File: config.mk
export PLATFORM = sky130hd
export DESIGN_NAME = uart_tx_scheduler_flat
export DESIGN_NICKNAME = d
export VERILOG_FILES = /design/src/rtl/uart_tx_scheduler_if.sv /design/src/rtl/uart_tx_scheduler.sv /design/src/flat_wrapper.sv
export SDC_FILE = /design/constraint.sdc
export NUM_CORES = 1
export LEC_CHECK = 0
export ABC_CLOCK_PERIOD_IN_PS = 3100
export CORE_AREA = 2 2 91 58
export DETAILED_ROUTE_END_ITERATION = 8
export DIE_AREA = 0 0 93 60
export DONT_BUFFER_PORTS = 1
export PLACE_DENSITY = 0.76
export SLEW_MARGIN = 20
export SYNTH_ARGS = -nofsm -noshare
export SYNTH_HDL_FRONTEND = slang
export SYNTH_SLANG_ARGS = --single-unit
File: constraint.sdc
create_clock -name clk -period 3.1 [get_ports clk]
set_input_delay 0.62 -clock clk [delete_from_list [all_inputs] [get_ports clk]]
set_output_delay 0.62 -clock clk [all_outputs]
set_load 0.02 [all_outputs]
File: src/rtl/uart_tx_scheduler_if.sv
// ---------------------------------------------------------------------------
// uart_tx_scheduler_if
//   Host-side bundle of the UART transmit scheduler: per-requester byte
//   streams plus the clock-divider change request.
//
//   master : host bridges (drive requests, observe ready/grant/busy)
//   slave  : the scheduler
//
//   req_valid[NUM_REQ]   byte available, held until req_ready
//   req_byte[8*NUM_REQ]  byte of requester i in bits [8i+7:8i]
//   req_last[NUM_REQ]    byte closes its packet
//   req_ready[NUM_REQ]   one-cycle consume pulse
//   grant_id[3]          current / last granted requester
//   busy                 scheduler not idle
//   cfg_div_valid        divider change request, held until cfg_div_ready
//   cfg_div[32]          new divider
//   cfg_div_ready        one-cycle pulse: divider applied
// ---------------------------------------------------------------------------
interface uart_tx_scheduler_if #(
    parameter int NUM_REQ = 4
);
    logic [NUM_REQ-1:0]   req_valid;
    logic [8*NUM_REQ-1:0] req_byte;
    logic [NUM_REQ-1:0]   req_last;
    logic [NUM_REQ-1:0]   req_ready;
    logic [2:0]           grant_id;
    logic                 busy;
    logic                 cfg_div_valid;
    logic [31:0]          cfg_div;
    logic                 cfg_div_ready;

    modport master (
        output req_valid, req_byte, req_last, cfg_div_valid, cfg_div,
        input  req_ready, grant_id, busy, cfg_div_ready
    );

    modport slave (
        input  req_valid, req_byte, req_last, cfg_div_valid, cfg_div,
        output req_ready, grant_id, busy, cfg_div_ready
    );
endinterface

File: src/rtl/uart_tx_scheduler.sv
// ---------------------------------------------------------------------------
// uart_tx_scheduler
//   Shares one UART transmitter among NUM_REQ byte-stream requesters.
//   Round-robin arbitration, grant held for a whole packet (bounded by
//   MAX_BURST bytes), and baud divider changes applied only while the
//   transmitter is idle.
//
//   clk, rst               clock, synchronous active-high reset
//   bus (slave)            requester streams + divider change handshake
//   uart_transmit          one-cycle start pulse to the UART
//   uart_tx_byte[8]        byte presented with uart_transmit
//   uart_is_transmitting   UART line busy
//   uart_set_clock_div     one-cycle divider load strobe
//   uart_user_clock_div[32] divider value for the UART
// ---------------------------------------------------------------------------
module uart_tx_scheduler #(
    parameter int NUM_REQ   = 4,
    parameter int MAX_BURST = 16
) (
    input  logic               clk,
    input  logic               rst,
    uart_tx_scheduler_if.slave bus,
    output logic               uart_transmit,
    output logic [7:0]         uart_tx_byte,
    input  logic               uart_is_transmitting,
    output logic               uart_set_clock_div,
    output logic [31:0]        uart_user_clock_div
);

    typedef enum logic [2:0] {IDLE, ISSUE, WAIT_START, WAIT_DONE, CFG} state_t;

    localparam logic [7:0] BURST_LIMIT = 8'(MAX_BURST);

    state_t               state_reg, state_next;
    logic [2:0]           grant_id_reg, grant_id_next;
    logic [7:0]           burst_cnt_reg, burst_cnt_next;
    logic                 last_q_reg, last_q_next;

    logic [NUM_REQ-1:0]   req_ready_reg;
    logic                 transmit_reg, transmit_next;
    logic [7:0]           tx_byte_reg, tx_byte_next;
    logic                 set_div_reg, set_div_next;
    logic [31:0]          user_div_reg, user_div_next;
    logic                 cfg_ready_reg, cfg_ready_next;
    logic                 busy_reg;

    // Requester signals widened to 8 slots so a 3-bit index always fits.
    logic [7:0]           valid_pad;
    logic [7:0]           last_pad;
    logic [7:0]           byte_pad [8];
    logic [NUM_REQ-1:0]   ready_vec;

    generate
        for (genvar gi = 0; gi < 8; gi++) begin : g_pad
            if (gi < NUM_REQ) begin : g_used
                assign valid_pad[gi] = bus.req_valid[gi];
                assign last_pad[gi]  = bus.req_last[gi];
                assign byte_pad[gi]  = bus.req_byte[8*gi +: 8];
            end else begin : g_unused
                assign valid_pad[gi] = 1'b0;
                assign last_pad[gi]  = 1'b0;
                assign byte_pad[gi]  = 8'h00;
            end
        end
        for (genvar gi = 0; gi < NUM_REQ; gi++) begin : g_ready
            assign ready_vec[gi] = (state_reg == ISSUE) && (grant_id_reg == 3'(gi));
        end
    endgenerate

    // Round-robin search: first valid requester after the last grant,
    // wrapping; the last grantee is checked last, so a lone requester is
    // re-granted.
    logic       arb_found;
    logic [2:0] arb_idx;
    logic [3:0] cand;

    always_comb begin
        arb_found = 1'b0;
        arb_idx   = grant_id_reg;
        cand      = 4'd0;
        for (int k = 1; k <= NUM_REQ; k++) begin
            cand = {1'b0, grant_id_reg} + 4'(k);
            if (cand >= 4'(NUM_REQ)) begin
                cand = cand - 4'(NUM_REQ);
            end
            if (!arb_found && valid_pad[cand[2:0]]) begin
                arb_found = 1'b1;
                arb_idx   = cand[2:0];
            end
        end
    end

    always_comb begin
        state_next     = state_reg;
        grant_id_next  = grant_id_reg;
        burst_cnt_next = burst_cnt_reg;
        last_q_next    = last_q_reg;
        transmit_next  = 1'b0;
        tx_byte_next   = tx_byte_reg;
        set_div_next   = 1'b0;
        cfg_ready_next = 1'b0;
        user_div_next  = user_div_reg;

        case (state_reg)
            IDLE: begin
                if (!uart_is_transmitting) begin
                    // The host still holds cfg_div_valid in the cycle it
                    // sees cfg_div_ready; ignore it then so the same
                    // request is not applied twice.
                    if (bus.cfg_div_valid && !cfg_ready_reg) begin
                        state_next = CFG;
                    end else if (arb_found) begin
                        grant_id_next  = arb_idx;
                        burst_cnt_next = 8'd1;
                        state_next     = ISSUE;
                    end
                end
            end
            ISSUE: begin
                transmit_next = 1'b1;
                tx_byte_next  = byte_pad[grant_id_reg];
                last_q_next   = last_pad[grant_id_reg];
                state_next    = WAIT_START;
            end
            WAIT_START: begin
                if (uart_is_transmitting) begin
                    state_next = WAIT_DONE;
                end
            end
            WAIT_DONE: begin
                if (!uart_is_transmitting) begin
                    if (!last_q_reg && (burst_cnt_reg < BURST_LIMIT) &&
                        valid_pad[grant_id_reg] && !bus.cfg_div_valid) begin
                        burst_cnt_next = burst_cnt_reg + 8'd1;
                        state_next     = ISSUE;
                    end else begin
                        state_next = IDLE;
                    end
                end
            end
            CFG: begin
                user_div_next  = bus.cfg_div;
                set_div_next   = 1'b1;
                cfg_ready_next = 1'b1;
                state_next     = IDLE;
            end
            default: state_next = IDLE;
        endcase
    end

    always_ff @(posedge clk) begin
        if (rst) begin
            state_reg     <= IDLE;
            grant_id_reg  <= 3'(NUM_REQ - 1);
            burst_cnt_reg <= 8'd0;
            last_q_reg    <= 1'b0;
            req_ready_reg <= '0;
            transmit_reg  <= 1'b0;
            tx_byte_reg   <= 8'h00;
            set_div_reg   <= 1'b0;
            user_div_reg  <= 32'd0;
            cfg_ready_reg <= 1'b0;
            busy_reg      <= 1'b0;
        end else begin
            state_reg     <= state_next;
            grant_id_reg  <= grant_id_next;
            burst_cnt_reg <= burst_cnt_next;
            last_q_reg    <= last_q_next;
            req_ready_reg <= ready_vec;
            transmit_reg  <= transmit_next;
            tx_byte_reg   <= tx_byte_next;
            set_div_reg   <= set_div_next;
            user_div_reg  <= user_div_next;
            cfg_ready_reg <= cfg_ready_next;
            // Registered from the next state so busy tracks state exactly.
            busy_reg      <= (state_next != IDLE);
        end
    end

    assign bus.req_ready        = req_ready_reg;
    assign bus.grant_id         = grant_id_reg;
    assign bus.busy             = busy_reg;
    assign bus.cfg_div_ready    = cfg_ready_reg;
    assign uart_transmit        = transmit_reg;
    assign uart_tx_byte         = tx_byte_reg;
    assign uart_set_clock_div   = set_div_reg;
    assign uart_user_clock_div  = user_div_reg;

endmodule

File: src/flat_wrapper.sv
// flat-port wrapper written by rule: the top's interface ports become plain ports
module uart_tx_scheduler_flat 
#(
    parameter int NUM_REQ   = 4,
    parameter int MAX_BURST = 16
)
  (clk, rst, uart_transmit, uart_tx_byte, uart_is_transmitting, uart_set_clock_div, uart_user_clock_div, bus_req_valid, bus_req_byte, bus_req_last, bus_cfg_div_valid, bus_cfg_div, bus_req_ready, bus_grant_id, bus_busy, bus_cfg_div_ready);
  uart_tx_scheduler_if #(.NUM_REQ(NUM_REQ)) bus_i ();
  input  logic clk;
  input  logic rst;
  output logic uart_transmit;
  output logic [7:0] uart_tx_byte;
  input  logic uart_is_transmitting;
  output logic uart_set_clock_div;
  output logic [31:0] uart_user_clock_div;
  input wire logic [$bits(bus_i.req_valid)-1:0] bus_req_valid;
  input wire logic [$bits(bus_i.req_byte)-1:0] bus_req_byte;
  input wire logic [$bits(bus_i.req_last)-1:0] bus_req_last;
  input wire logic [$bits(bus_i.cfg_div_valid)-1:0] bus_cfg_div_valid;
  input wire logic [$bits(bus_i.cfg_div)-1:0] bus_cfg_div;
  output wire logic [$bits(bus_i.req_ready)-1:0] bus_req_ready;
  output wire logic [$bits(bus_i.grant_id)-1:0] bus_grant_id;
  output wire logic [$bits(bus_i.busy)-1:0] bus_busy;
  output wire logic [$bits(bus_i.cfg_div_ready)-1:0] bus_cfg_div_ready;
  assign bus_i.req_valid = bus_req_valid;
  assign bus_i.req_byte = bus_req_byte;
  assign bus_i.req_last = bus_req_last;
  assign bus_i.cfg_div_valid = bus_cfg_div_valid;
  assign bus_i.cfg_div = bus_cfg_div;
  assign bus_req_ready = bus_i.req_ready;
  assign bus_grant_id = bus_i.grant_id;
  assign bus_busy = bus_i.busy;
  assign bus_cfg_div_ready = bus_i.cfg_div_ready;
  uart_tx_scheduler #(.NUM_REQ(NUM_REQ), .MAX_BURST(MAX_BURST)) u_core (.clk(clk), .rst(rst), .bus(bus_i), .uart_transmit(uart_transmit), .uart_tx_byte(uart_tx_byte), .uart_is_transmitting(uart_is_transmitting), .uart_set_clock_div(uart_set_clock_div), .uart_user_clock_div(uart_user_clock_div));
endmodule
Word-level counts from Yosys, hierarchy flattened

Index checks and enable logic that the tools add are counted.

Register bits after elaboration: 62
Logic and storage cells: 111
Output and inout port bits: 51
Bits of input ports: 76

Reduce and logical (&&, ||, !) cells: 24
Bitwise logic cells: 3
Equal/unequal tests: 12
Multiplexer cells: 42
Magnitude comparators: 11
Add/subtract/negate cells: 9

Operators by type and width:

| kind                                                                          | count |
|---|---|
| 8-bit 2-to-1 mux                                                              | 7 |
| 3-bit 2-to-1 mux                                                              | 13 |
| 8-bit binary-select mux with 3-bit select                                     | 1 |
| 3-bit by 4-bit less-than comparator with 1-bit output (second input constant) | 5 |
| 1-bit binary-select mux with 3-bit select                                     | 6 |
| 4-bit by 3-bit >= comparator with 1-bit output (second input constant)        | 4 |
| 8-bit one-hot mux with 2 select lines                                         | 1 |
| 1-bit 2-to-1 mux                                                              | 13 |
| 3-bit by 2-bit == test with 1-bit output (second input constant)              | 4 |
| 3-bit one-hot mux with 4 select lines                                         | 1 |
| 3-bit subtractor (second input constant)                                      | 4 |
| 1-bit logical AND                                                             | 11 |
| 3-bit by 2-bit adder with 4-bit output (second input constant)                | 2 |
| 8-bit by 1-bit adder with 8-bit output (second input constant)                | 1 |
| 8-bit by 5-bit less-than comparator with 1-bit output (second input constant) | 1 |
| 3-bit by 1-bit == test with 1-bit output (second input constant)              | 2 |
| 1-bit logical NOT                                                             | 6 |
| 3-bit logical NOT                                                             | 2 |
| 2-bit != test (second input constant)                                         | 3 |
| 6-bit AND reduction                                                           | 1 |
| 5-bit AND reduction                                                           | 1 |
| 3-bit by 1-bit adder with 4-bit output (second input constant)                | 1 |
| 3-bit by 3-bit adder with 4-bit output (second input constant)                | 1 |
| 4-bit >= comparator (second input constant)                                   | 1 |
| other kinds (7)                                                               | 9 |

Depth between registers and ports, before layout

Gate-level depths: netlist of the first run.

Depth after elaboration: 20
Mapped depth: 10
Depth with buffers taken out: 7

Worst setup path before layout of the first run

OpenSTA, ideal clock, no wires.

Path kind: reg2reg
Start point: reg u_core.grant_id_reg[0], in the netlist u_core.bus.grant_id[0]
End point: reg u_core.burst_cnt_reg[4]
Data required time: 3.020 ns
Slack: 0.335 ns
Buffers on the path: 3
Cell stages (with the launch flop): 11
Arrival: 2.685 ns
Cells stage by stage: dfxtp_1 -> buf_6 -> buf_2 -> inv_1 -> ha_1 -> mux2i_1 -> o221ai_2 -> o211ai_2 -> buf_2 -> nand2_2 -> a211oi_2

Cells in the longest elaborated chain, start to end: 17
Elaborated cells between the ends (all ways): 41
Those cells by class: add/sub (8); order compare (4); eq/ne (2); mux (18); reduce/logical (9)

RTL lines:

| item                                                                                      | line                                             | source |
|---|---|---|
| from (decl)                                                                               | uart_tx_scheduler.sv:35                          | `logic [2:0] grant_id_reg, grant_id_next;` |
| from (signal assigned)                                                                    | uart_tx_scheduler.sv:154                         | `grant_id_reg <= 3'(NUM_REQ - 1);` |
| from (signal assigned)                                                                    | uart_tx_scheduler.sv:166                         | `grant_id_reg <= grant_id_next;` |
| 3-bit by 1-bit adder with 4-bit output                                                    | uart_tx_scheduler.sv:82                          | `cand = {1'b0, grant_id_reg} + 4'(k);` |
| 4-bit by 3-bit >= comparator with 1-bit output / 3-bit subtractor (equally long branches) | uart_tx_scheduler.sv:83, uart_tx_scheduler.sv:84 |  |
| 3-bit 2-to-1 mux                                                                          | uart_tx_scheduler.sv:83                          | `if (cand >= 4'(NUM_REQ)) begin` |
| 1-bit binary-select mux with 3-bit select                                                 | uart_tx_scheduler.sv:86                          | `if (!arb_found && valid_pad[cand[2:0]]) begin` |
| 1-bit 2-to-1 mux (implied by the code)                                                    | uart_tx_scheduler.sv:86                          |  |
| 1-bit 2-to-1 mux                                                                          | uart_tx_scheduler.sv:86                          |  |
| 1-bit logical NOT                                                                         | uart_tx_scheduler.sv:86                          |  |
| 1-bit logical AND                                                                         | uart_tx_scheduler.sv:86                          |  |
| 1-bit 2-to-1 mux                                                                          | uart_tx_scheduler.sv:86                          |  |
| 1-bit logical NOT                                                                         | uart_tx_scheduler.sv:86                          |  |
| 1-bit logical AND                                                                         | uart_tx_scheduler.sv:86                          |  |
| 1-bit 2-to-1 mux                                                                          | uart_tx_scheduler.sv:86                          |  |
| 1-bit logical NOT                                                                         | uart_tx_scheduler.sv:86                          |  |
| 1-bit logical AND                                                                         | uart_tx_scheduler.sv:86                          |  |
| 1-bit 2-to-1 mux                                                                          | uart_tx_scheduler.sv:86                          |  |
| 2-bit by 1-bit != test with 1-bit output (no source line)                                 | --                                               |  |
| 6-bit AND reduction (no source line) (*)                                                  | --                                               |  |
| to (signal assigned)                                                                      | uart_tx_scheduler.sv:167                         | `burst_cnt_reg <= burst_cnt_next;` |
| to (decl)                                                                                 | uart_tx_scheduler.sv:36                          | `logic [7:0] burst_cnt_reg, burst_cnt_next;` |

Mark *: on every way between the ends. The rest lies on a longest branch, timed or not. The select of a mux whose other input is x is not followed.
A chain may end at the register's enable or synchronous reset.

Worst setup path in the final report of the first run

Start point: reg u_core.grant_id_reg[0], in the netlist u_core.bus.grant_id[0]
End point: reg u_core.grant_id_reg[0], in the netlist u_core.bus.grant_id[0]

Cells in the longest elaborated chain, start to end: 16
Elaborated cells between the ends (all ways): 40
Those cells by class: add/sub (8); order compare (4); mux (20); reduce/logical (8)

RTL lines:

| item                                                                                      | line |
|---|---|
| 3-bit by 1-bit adder with 4-bit output                                                    | uart_tx_scheduler.sv:82 |
| 4-bit by 3-bit >= comparator with 1-bit output / 3-bit subtractor (equally long branches) | uart_tx_scheduler.sv:83, uart_tx_scheduler.sv:84 |
| 3-bit 2-to-1 mux                                                                          | uart_tx_scheduler.sv:83 |
| 1-bit binary-select mux with 3-bit select                                                 | uart_tx_scheduler.sv:86 |
| 1-bit 2-to-1 mux (implied by the code)                                                    | uart_tx_scheduler.sv:86 |
| 1-bit 2-to-1 mux                                                                          | uart_tx_scheduler.sv:86 |
| 1-bit logical NOT                                                                         | uart_tx_scheduler.sv:86 |
| 1-bit logical AND                                                                         | uart_tx_scheduler.sv:86 |
| 1-bit 2-to-1 mux                                                                          | uart_tx_scheduler.sv:86 |
| 1-bit logical NOT                                                                         | uart_tx_scheduler.sv:86 |
| 1-bit logical AND                                                                         | uart_tx_scheduler.sv:86 |
| 1-bit 2-to-1 mux                                                                          | uart_tx_scheduler.sv:86 |
| 1-bit logical NOT                                                                         | uart_tx_scheduler.sv:86 |
| 1-bit logical AND                                                                         | uart_tx_scheduler.sv:86 |
| 4-bit nonzero test (no source line) / 1-bit 2-to-1 mux (equally long branches)            | -- |
| 5-bit AND reduction (no source line)                                                      | -- |

Parallel ways exist; a longest one is shown, timed or not. The select of a mux whose other input is x is not followed.

==> results_dict.tcl, run 1 <==
set metrics [dict create \
    synth_ff_type "dfxtp_1" \
    setup_viol_count_final 0 \
    grt_pass1_vias 2015 \
    p_clk_share_pct 31.1 \
    largest_register_ffs 32 \
    critPathArrivalTime_ns 2.75 \
    r2r_cells 7 \
    ys_async_sr_fraction_pct 0 \
    period_share_pct 80.7 \
    relSlewSlack_pct 30.2 \
    leakage_nw 1.14 \
    chipHeight_um 60 \
    num_io_pins 127 \
    synthTopCellsByCount "nand2_1 (69), dfxtp_1 (62), a21oi_1 (33), nor2_1 (22), clkbuf_1 (16)" \
    place_inst 359 \
    end_kind "flop" \
    cts_tree "yes" \
    synth_edf_count 0 \
    io_buffers 0 \
    worstPathMaxFanout 12 \
    wl_um 6270 \
    clkTransAtPathRegs_ns 0.07 \
    stdcell_count 375 \
    seq_area_um2 1240 \
    firstDrtPassIters 4 \
    yosysUniqueCellTypes 52 \
    grt_usage_pct 23.1 \
    antenna_found_initial 0 \
    ff2ff_setup_slack_ns 0.60 \
    drive_gt1_share_pct 14.9 \
    multi_input_area_um2 1490 \
    clock_skew_ns 0.00677 \
    synth_area_leader_cell "dfxtp_1" \
    root_buffer "clkbuf_8" \
    reg2reg_to "u_core.bus.grant_id[0]" \
    drt-vias-per-instance 5.78 \
    yosys-top-cells-area "dfxtp_1 (43%), nand2_1 (9.1%), mux4_2 (7.9%)" \
    wl_met2_um 3000 \
    num_rows 20 \
    max_freq_mhz 400 \
    critical_path_required_ns 3.35 \
    worst_pin_slew_ns 1.04 \
    clk_path_buf_depth 2 \
    cts_hold_buf 0 \
    p_total_w 0.00244 \
    ctsResizeCount 0 \
    antennaDiodeCount 0 \
    vias 2168 \
    dieArea_um2 5580 \
    min_period_ns 2.50 \
    min_path_type "in2reg" \
    post_cts_buffers 0 \
    yosysSeqAreaShare_pct 43.4 \
    area_growth_pct 7.74 \
    syn_avg_cell_area_um2 9.17 \
    drt-initial-drc-count 94 \
    p_int_w 0.00162 \
    dr_wl_met3_um 465 \
    cts_htree_levels 3 \
    startpoint "u_core.bus.grant_id[0]" \
    max-cap-violations 0 \
    power.switching_w 0.000815 \
    initial_core_util_pct 59.6 \
    finalSetupTns_ns 0 \
    wl_met1_um 2740 \
    synth.most_common_cell "nand2_1" \
    drc 0 \
    p_seq_share_pct 39.7 \
    p_comb_share_pct 29.2 \
    grt_pass1_wl_um 9800 \
    nets 387 \
    grt_max_degree 64 \
    swShare_pct 33.5 \
    rsz0062_at_grt "false" \
    detail_route.wl_per_cell_um 16.7 \
    nFillCells 412 \
    synth_area_um2 2860 \
    start_kind "flop" \
    cts-buffers-inserted 9 \
    reg2reg_from "u_core.bus.grant_id[0]" \
    p_per_area_nw_per_um2 790 \
    syn_nets 395 \
    place.gp.congestion 0.798 \
    top_layer_used "met4" \
    hold_viol 0 \
    synth_warnings 0 \
    vdd_ir_drop_max_mv 0.384 \
    cts.sinks 62 \
    path_class "reg2reg" \
    synthCells 312 \
    place_hpwl_um 4560 \
    post-route-util_pct 64.2 \
    overflow 0 \
    die_w_um 93 \
    core-area_um2 4800 \
    clk-insertion-delay-late_ns 0.32 \
    slew_violations 0 \
    drtAntennaViolNets 0 \
    synth_seq_cells 62 \
    status "completed" \
    cp-endpoint "u_core.bus.grant_id[0]" \
    netlist.area_leader.share_pct 43.4 \
]
[stage by stage]
step	setup slack (ns)	cell area [um^2]	hold slack, ns
global route	0.409	3080	0.349
global placement	0.779	2870	0.443
finish	0.598	3080	0.367
detailed placement	0.667	2870	0.450
CTS	0.642	3080	0.339
floorplan	0.335	2860	0.440
[worst max-delay path, stage by stage, from the launching register on]
cell	delay, ns
dfxtp_1	0.39
inv_1	0.11
ha_1	0.40
mux2i_1	0.41
o221ai_2	0.20
o211ai_2	0.47
a221o_1	0.25
mux2i_1	0.20
[area by class of cell]
type	instances	share of cell area, %
Multi-Input combinational cell	220	48.4
Sequential cell	62	40.3
Clock buffer	10	4.14
Clock inverter	6	2.80
Tap cell	66	2.68
Inverter	8	0.974
Timing Repair Buffer	3	0.731
[layer usage]
layer,vias to the layer above,global-route usage (%)
met5,-,0
met4,0,7.14
met3,6,8.83
met2,85,37.0
met1,998,29.5
li1,1079,-
[worst min-delay path by stage]
stage | start | end | slack, ns | depth (start not counted)
final | rst | u_core.uart_user_clock_div[15] | 0.37 | 1
after global routing | rst | u_core.uart_user_clock_div[14] | 0.35 | 1
after CTS | rst | u_core.burst_cnt_reg[0] | 0.34 | 1
after detailed placement | u_core.burst_cnt_reg[4] | u_core.burst_cnt_reg[4] | 0.45 | 2
after global placement | u_core.burst_cnt_reg[4] | u_core.burst_cnt_reg[4] | 0.44 | 2
after floorplan | u_core.burst_cnt_reg[4] | u_core.burst_cnt_reg[4] | 0.44 | 2
[power groups by stage]
stage | clock (W) | sequential (W) | combinational [W]
finish | 0.000758 | 0.000967 | 0.000711
global route | 0.000811 | 0.000975 | 0.000782
CTS | 0.000775 | 0.000968 | 0.000712
detailed placement | 0 | 0.000985 | 0.000709
global placement | 0 | 0.000984 | 0.000689
floorplan | 0 | 0.000988 | 0.000601
[placed cells by master, fill, tap and decap left out, drive strengths merged, types with 5 or more instances in the layout]
cell type	Yosys	final
inv	8	8
mux2i	9	9
nand2	70	70
nand3	5	5
a22oi	9	9
nor3	8	8
and2	5	5
dfxtp	62	62
a211oi	5	5
ha	7	7
a21oi	33	33
nor2	23	23
clkbuf	16	10
mux4	10	10
[cell families after synthesis]
| group | after synthesis | synth area share, % |
|---|---|---|
| flip-flops | 62 | 43.4 |
| buffers and inverters | 30 | 4.46 |
| AND/OR/NAND/NOR | 129 | 21.6 |
| multiplexers | 19 | 11.2 |
| AO/OA/AOI/OAI | 65 | 16.3 |
| adder cells (fa/ha/maj) | 7 | 3.06 |
Note: power is estimated with default switching activity, not from simulation.
==> inputs of run 2 (changes only) <==
--- a/config.mk
+++ b/config.mk
@@ -5,12 +5,12 @@
 export SDC_FILE = /design/constraint.sdc
 export NUM_CORES = 1
 export LEC_CHECK = 0
-export ABC_CLOCK_PERIOD_IN_PS = 3100
-export CORE_AREA = 2 2 91 58
+export ABC_CLOCK_PERIOD_IN_PS = 2300
+export CORE_AREA = 2 2 96 61
 export DETAILED_ROUTE_END_ITERATION = 8
-export DIE_AREA = 0 0 93 60
+export DIE_AREA = 0 0 98 63
 export DONT_BUFFER_PORTS = 1
-export PLACE_DENSITY = 0.76
+export PLACE_DENSITY = 0.72
 export SLEW_MARGIN = 20
 export SYNTH_ARGS = -nofsm -noshare
 export SYNTH_HDL_FRONTEND = slang
==> constraint.sdc (replaced) <==
create_clock -name clk -period 2.3 [get_ports clk]
set_input_delay 0.46 -clock clk [delete_from_list [all_inputs] [get_ports clk]]
set_output_delay 0.46 -clock clk [all_outputs]
set_load 0.02 [all_outputs]
==> run 2 against run 1 <==
Against the previous run:
- clock power rose by 66%
- critical path depth fell by 1
- routed wire length is 4.6% higher
- first-iteration DRC count is 48% higher
- highest routed layer unchanged
==> results_dict.tcl, run 2 (synthesis gave the netlist of run 1 again) <==
set metrics [dict create \
    status "completed" \
    p_comb_share_pct 28.4 \
    critical_path_required_ns 2.55 \
    leakage_nw 1.19 \
    final_cell_mix "nand2_1 (69), dfxtp_1 (60), a21oi_1 (33)" \
    place_inst 369 \
    detail_route.wl_per_cell_um 17.0 \
    num_io_pins 127 \
    place_hpwl_um 4840 \
    swShare_pct 31.4 \
    min_path_type "in2reg" \
    cts_hold_buf 0 \
    end_kind "flop" \
    setup_viol_count_final 0 \
    post-route-util_pct 60.4 \
    initial_core_util_pct 53.6 \
    seq_area_um2 1250 \
    rsz0062_at_grt "false" \
    drive_gt1_share_pct 19.0 \
    antennaDiodeCount 0 \
    cts_htree_levels 3 \
    cts_tree "yes" \
    critPathArrivalTime_ns 2.39 \
    hold_viol 0 \
    firstDrtPassIters 4 \
    stdcell_count 385 \
    drc 0 \
    hp-start "rst" \
    vias 2267 \
    die_w_um 98 \
    num_rows 21 \
    chipHeight_um 63 \
    area_growth_pct 12.5 \
    nets 394 \
    worstPathMaxFanout 19 \
    nFillCells 461 \
    preCtsSetupSlack_ns 0.207 \
    ctsResizeCount 0 \
    path_class "reg2reg" \
    max_freq_mhz 467 \
    max-cap-violations 0 \
    clk-insertion-delay-late_ns 0.33 \
    startpoint "u_core.bus.grant_id[0]" \
    period_share_pct 93.1 \
    start_kind "flop" \
    p_seq_share_pct 36.7 \
    p_per_area_nw_per_um2 1120 \
    dieArea_um2 6170 \
    clkTransAtPathRegs_ns 0.07 \
    largest_register_ffs 32 \
    grt_usage_pct 22.0 \
    antenna_found_initial 0 \
    wl_um 6560 \
    grt_pass1_vias 2244 \
    relSlewSlack_pct 60.0 \
    min_period_ns 2.14 \
    finalSetupTns_ns 0 \
    clk_path_buf_depth 2 \
    core-area_um2 5330 \
    post_cts_buffers 0 \
    p_clk_share_pct 34.9 \
    whs_ns 0.195 \
    final_common_cell "nand2_1" \
    power.switching_w 0.00113 \
    cts-buffers-inserted 9 \
    overflow 0 \
    drt-vias-per-instance 5.89 \
    place.gp.congestion 0.820 \
    worst_pin_slew_ns 0.598 \
    worst_slack_ns 0.159 \
    io_buffers 0 \
    grt_pass1_wl_um 10700 \
    p_int_w 0.00247 \
    clock_skew_ns 0.00966 \
    drtAntennaViolNets 0 \
    reg2reg_from "u_core.bus.grant_id[0]" \
    vdd_ir_drop_max_mv 0.621 \
    root_buffer "clkbuf_8" \
    multi_input_area_um2 1510 \
    drt-initial-drc-count 139 \
    grt_max_degree 64 \
    cts.sinks 62 \
    slew_violations 0 \
]
==> run 2: cell types whose count changed in the layout (fill, tap and decap cells not counted), sizes merged <==
cell / before / now
clkbuf: 10 / 9
clkinv: 3 / 1
buf: 3 / 10
bufinv: 2 / 4
inv: 8 / 9
==> run 2: final cells by class <==
type,instances,share of cell area [%]
Sequential cell,62,38.7
Clock inverter,7,4.51
Timing Repair Buffer,10,2.33
Inverter,8,0.933
Multi-Input combinational cell,220,47.0
Clock buffer,9,3.85
Tap cell,69,2.68
==> run 2: critical path: stages (launching register included) <==
cell,delay [ns]
dfxtp_4,0.39
buf_4,0.34
mux2i_1,0.20
o22ai_4,0.29
a31oi_1,0.23
a211oi_1,0.37
mux2i_1,0.25
==> run 2: power groups by stage <==
| stage | sequential (W) | combinational [W] | clock (W) |
|---|---|---|---|
| 5_1_grt | 0.00134 | 0.00113 | 0.00132 |
| 4_1_cts | 0.00133 | 0.00102 | 0.00129 |
| 6_report | 0.00132 | 0.00102 | 0.00126 |
| 2_1_floorplan | 0.00134 | 0.000871 | 0 |
| 3_5_place_dp | 0.00135 | 0.00102 | 0 |
| 3_3_place_gp | 0.00134 | 0.000992 | 0 |
==> run 2: routing by layer <==
metal  up-vias  part of all wire [%]  track usage [%]
met1      1066                    43             27.7
li1       1095                     -                -
met2       102                    48             35.5
met3         4                   8.7             7.27
met4         0                  0.79             7.64
met5         -                     0                0
==> run 2: final timing paths <==
kind,end,slack (ns),cells past startpoint
setup / recovery,u_core.burst_cnt_reg[3],0.16,6
hold / removal,u_core.uart_user_clock_div[15],0.20,1
setup reg to reg,u_core.burst_cnt_reg[3],0.16,6
hold reg to reg,u_core.burst_cnt_reg[4],0.48,2
==> run 2: per-stage QoR <==
stage / power [W] / area (um^2)
after global placement: 0.00234 / 2950
after CTS: 0.00363 / 3220
after floorplan: 0.00221 / 2900
after global routing: 0.00379 / 3220
final: 0.00361 / 3220
after detailed placement: 0.00237 / 2950
==> inputs of run 3 (changes only) <==
--- a/config.mk
+++ b/config.mk
@@ -5,12 +5,12 @@
 export SDC_FILE = /design/constraint.sdc
 export NUM_CORES = 1
 export LEC_CHECK = 0
-export ABC_CLOCK_PERIOD_IN_PS = 2300
-export CORE_AREA = 2 2 96 61
+export ABC_CLOCK_PERIOD_IN_PS = 2100
+export CORE_AREA = 2 2 91 58
 export DETAILED_ROUTE_END_ITERATION = 8
-export DIE_AREA = 0 0 98 63
+export DIE_AREA = 0 0 93 60
 export DONT_BUFFER_PORTS = 1
-export PLACE_DENSITY = 0.72
+export PLACE_DENSITY = 0.76
 export SLEW_MARGIN = 20
 export SYNTH_ARGS = -nofsm -noshare
 export SYNTH_HDL_FRONTEND = slang
==> constraint.sdc (replaced) <==
create_clock -name clk -period 2.1 [get_ports clk]
set_input_delay 0.42 -clock clk [delete_from_list [all_inputs] [get_ports clk]]
set_output_delay 0.42 -clock clk [all_outputs]
set_load 0.02 [all_outputs]
==> run 3 against run 2 <==
Against the previous run:
- via count fell by 0.49%
- critical path depth is 2 higher
- cell count rose by 0.78%
- clock skew fell by 0.0019 ns
- count of clock-buffer cells in the layout is the same
- core utilization is 8.0 points higher
- global-route usage rose by 0.33 points
- fmax grew 3.1%
- combinational power up 27%
- first-iteration DRC count fell by 21%
- largest power group unchanged
==> results_dict.tcl, run 3 (synthesis gave the netlist of run 1 again) <==
set metrics [dict create \
    stdcell_count 388 \
    worst_pin_slew_ns 0.589 \
    largest_register_ffs 32 \
    clk_path_buf_depth 2 \
    clock_skew_ns 0.00775 \
    antenna_found_initial 0 \
    post-route-util_pct 68.4 \
    overflow 0 \
    period_share_pct 98.9 \
    p_clk_share_pct 27.8 \
    hold_viol 0 \
    slew_violations 0 \
    p_seq_share_pct 38.2 \
    leakage_nw 1.20 \
    reg2reg_to "u_core.burst_cnt_reg[1]" \
    max-cap-violations 0 \
    io_buffers 0 \
    setup_viol_count_final 0 \
    r2r_cells 8 \
    firstDrtPassIters 5 \
    critPathArrivalTime_ns 2.33 \
    nets 400 \
    power.switching_w 0.00135 \
    dieArea_um2 5580 \
    vdd_ir_drop_max_mv 0.740 \
    status "completed" \
    path_class "reg2reg" \
    finalSetupTns_ns 0 \
    ff2ff_setup_slack_ns 0.02 \
    cts.sinks 62 \
    root_buffer "clkbuf_8" \
    drt-vias-per-instance 5.81 \
    drc 0 \
    p_int_w 0.00247 \
    antennaDiodeCount 0 \
    min_path_type "in2reg" \
    place_inst 369 \
    place.gp.congestion 0.861 \
    start_kind "flop" \
    grt_pass1_wl_um 9470 \
    relSlewSlack_pct 60.6 \
    final_cell_mix "nand2_1 (69), dfxtp_1 (60), a21oi_1 (33)" \
    rsz0062_at_grt "true" \
    wl_um 6410 \
    vias 2256 \
    reg2reg_from "u_core.bus.grant_id[0]" \
    final_common_cell "nand2_1" \
    worstPathMaxFanout 8 \
    grt_max_degree 64 \
    cts_htree_levels 3 \
    initial_core_util_pct 59.6 \
    cts_tree "yes" \
    place_hpwl_um 4500 \
    drt-initial-drc-count 110 \
    area_growth_pct 14.8 \
    cts-buffers-inserted 9 \
    min_period_ns 2.08 \
    drtAntennaViolNets 0 \
    cp-endpoint "u_core.burst_cnt_reg[1]" \
    clk-insertion-delay-late_ns 0.33 \
    drive_gt1_share_pct 22.4 \
    max_freq_mhz 482 \
    end_kind "flop" \
    detail_route.wl_per_cell_um 16.5 \
    core-area_um2 4800 \
    grt_usage_pct 22.3 \
    p_per_area_nw_per_um2 1160 \
    critical_path_required_ns 2.36 \
    startpoint "u_core.bus.grant_id[0]" \
    num_rows 20 \
    clkTransAtPathRegs_ns 0.08 \
    num_io_pins 127 \
    p_comb_share_pct 34.0 \
    swShare_pct 35.3 \
    chipHeight_um 60 \
    grt_pass1_vias 1942 \
    cts_hold_buf 0 \
    die_w_um 93 \
]
==> run 3: area by class of cell <==
| class | count | area (um^2) |
|---|---|---|
| sequential | 62 | 1250 |
| fill | 392 | 1520 |
| tap | 66 | 82.6 |
| clock buffer | 9 | 124 |
| clock inverter | 7 | 78.8 |
| timing repair buffer | 16 | 128 |
| inverter | 8 | 37.5 |
| multi-input combinational | 220 | 1590 |
==> run 3: per-stage QoR <==
step / hold WS (ns) / worst slack [ns] / area [um^2] / power (W)
2_1_floorplan: 0.440 / -0.131 / 2920 / 0.00244
3_3_place_gp: 0.438 / 0.0783 / 2980 / 0.00259
3_5_place_dp: 0.447 / 0.0404 / 2980 / 0.00261
4_1_cts: 0.141 / 0.00990 / 3180 / 0.00367
5_1_grt: 0.133 / -0.0710 / 3290 / 0.00402
6_report: 0.156 / 0.0239 / 3290 / 0.00381
==> run 3: how the worst min path moves through the flow <==
stage,start,end,slack (ns),cells past startpoint
floorplan,u_core.burst_cnt_reg[4],u_core.burst_cnt_reg[4],0.44,2
global placement,u_core.burst_cnt_reg[4],u_core.burst_cnt_reg[4],0.44,2
detailed placement,u_core.burst_cnt_reg[4],u_core.burst_cnt_reg[4],0.45,2
CTS,rst,u_core.uart_user_clock_div[13],0.14,1
global route,rst,u_core.uart_user_clock_div[27],0.13,1
finish,rst,u_core.burst_cnt_reg[0],0.16,1
==> run 3: timing repair <==
| item | CTS | global route |
|---|---|---|
| endpoints found under the hold margin | 0 | 0 |
| gates resized for setup | 0 | 13 |
| setup buffers | 0 | 3 |
| setup endpoints to repair | 0 | 8 |
==> run 3: per-layer routing <==
layer | vias to the layer above | global-route usage (%) | wire (um)
met5 | - | 0 | 0
met4 | 0 | 6.30 | 44
met3 | 4 | 8.32 | 565
met2 | 92 | 34.7 | 3090
met1 | 1048 | 29.6 | 2710
li1 | 1112 | - | -
==> run 3: worst max-delay path, stage by stage, from the launching register on <==
cell and delay [ns]:
dfxtp_4 0.45, inv_8 0.04, ha_4 0.31, mux4_2 0.31, o31a_4 0.15, nor4b_4 0.22, buf_4 0.19, a21o_2 0.16
mux2i_1 0.17
==> run 3: power by group through the flow <==
stage | clock, W | combinational [W] | sequential, W
floorplan | 0 | 0.000977 | 0.00147
global placement | 0 | 0.00111 | 0.00148
detailed placement | 0 | 0.00113 | 0.00148
CTS | 0.00108 | 0.00113 | 0.00146
global route | 0.00113 | 0.00142 | 0.00147
finish | 0.00106 | 0.00130 | 0.00146
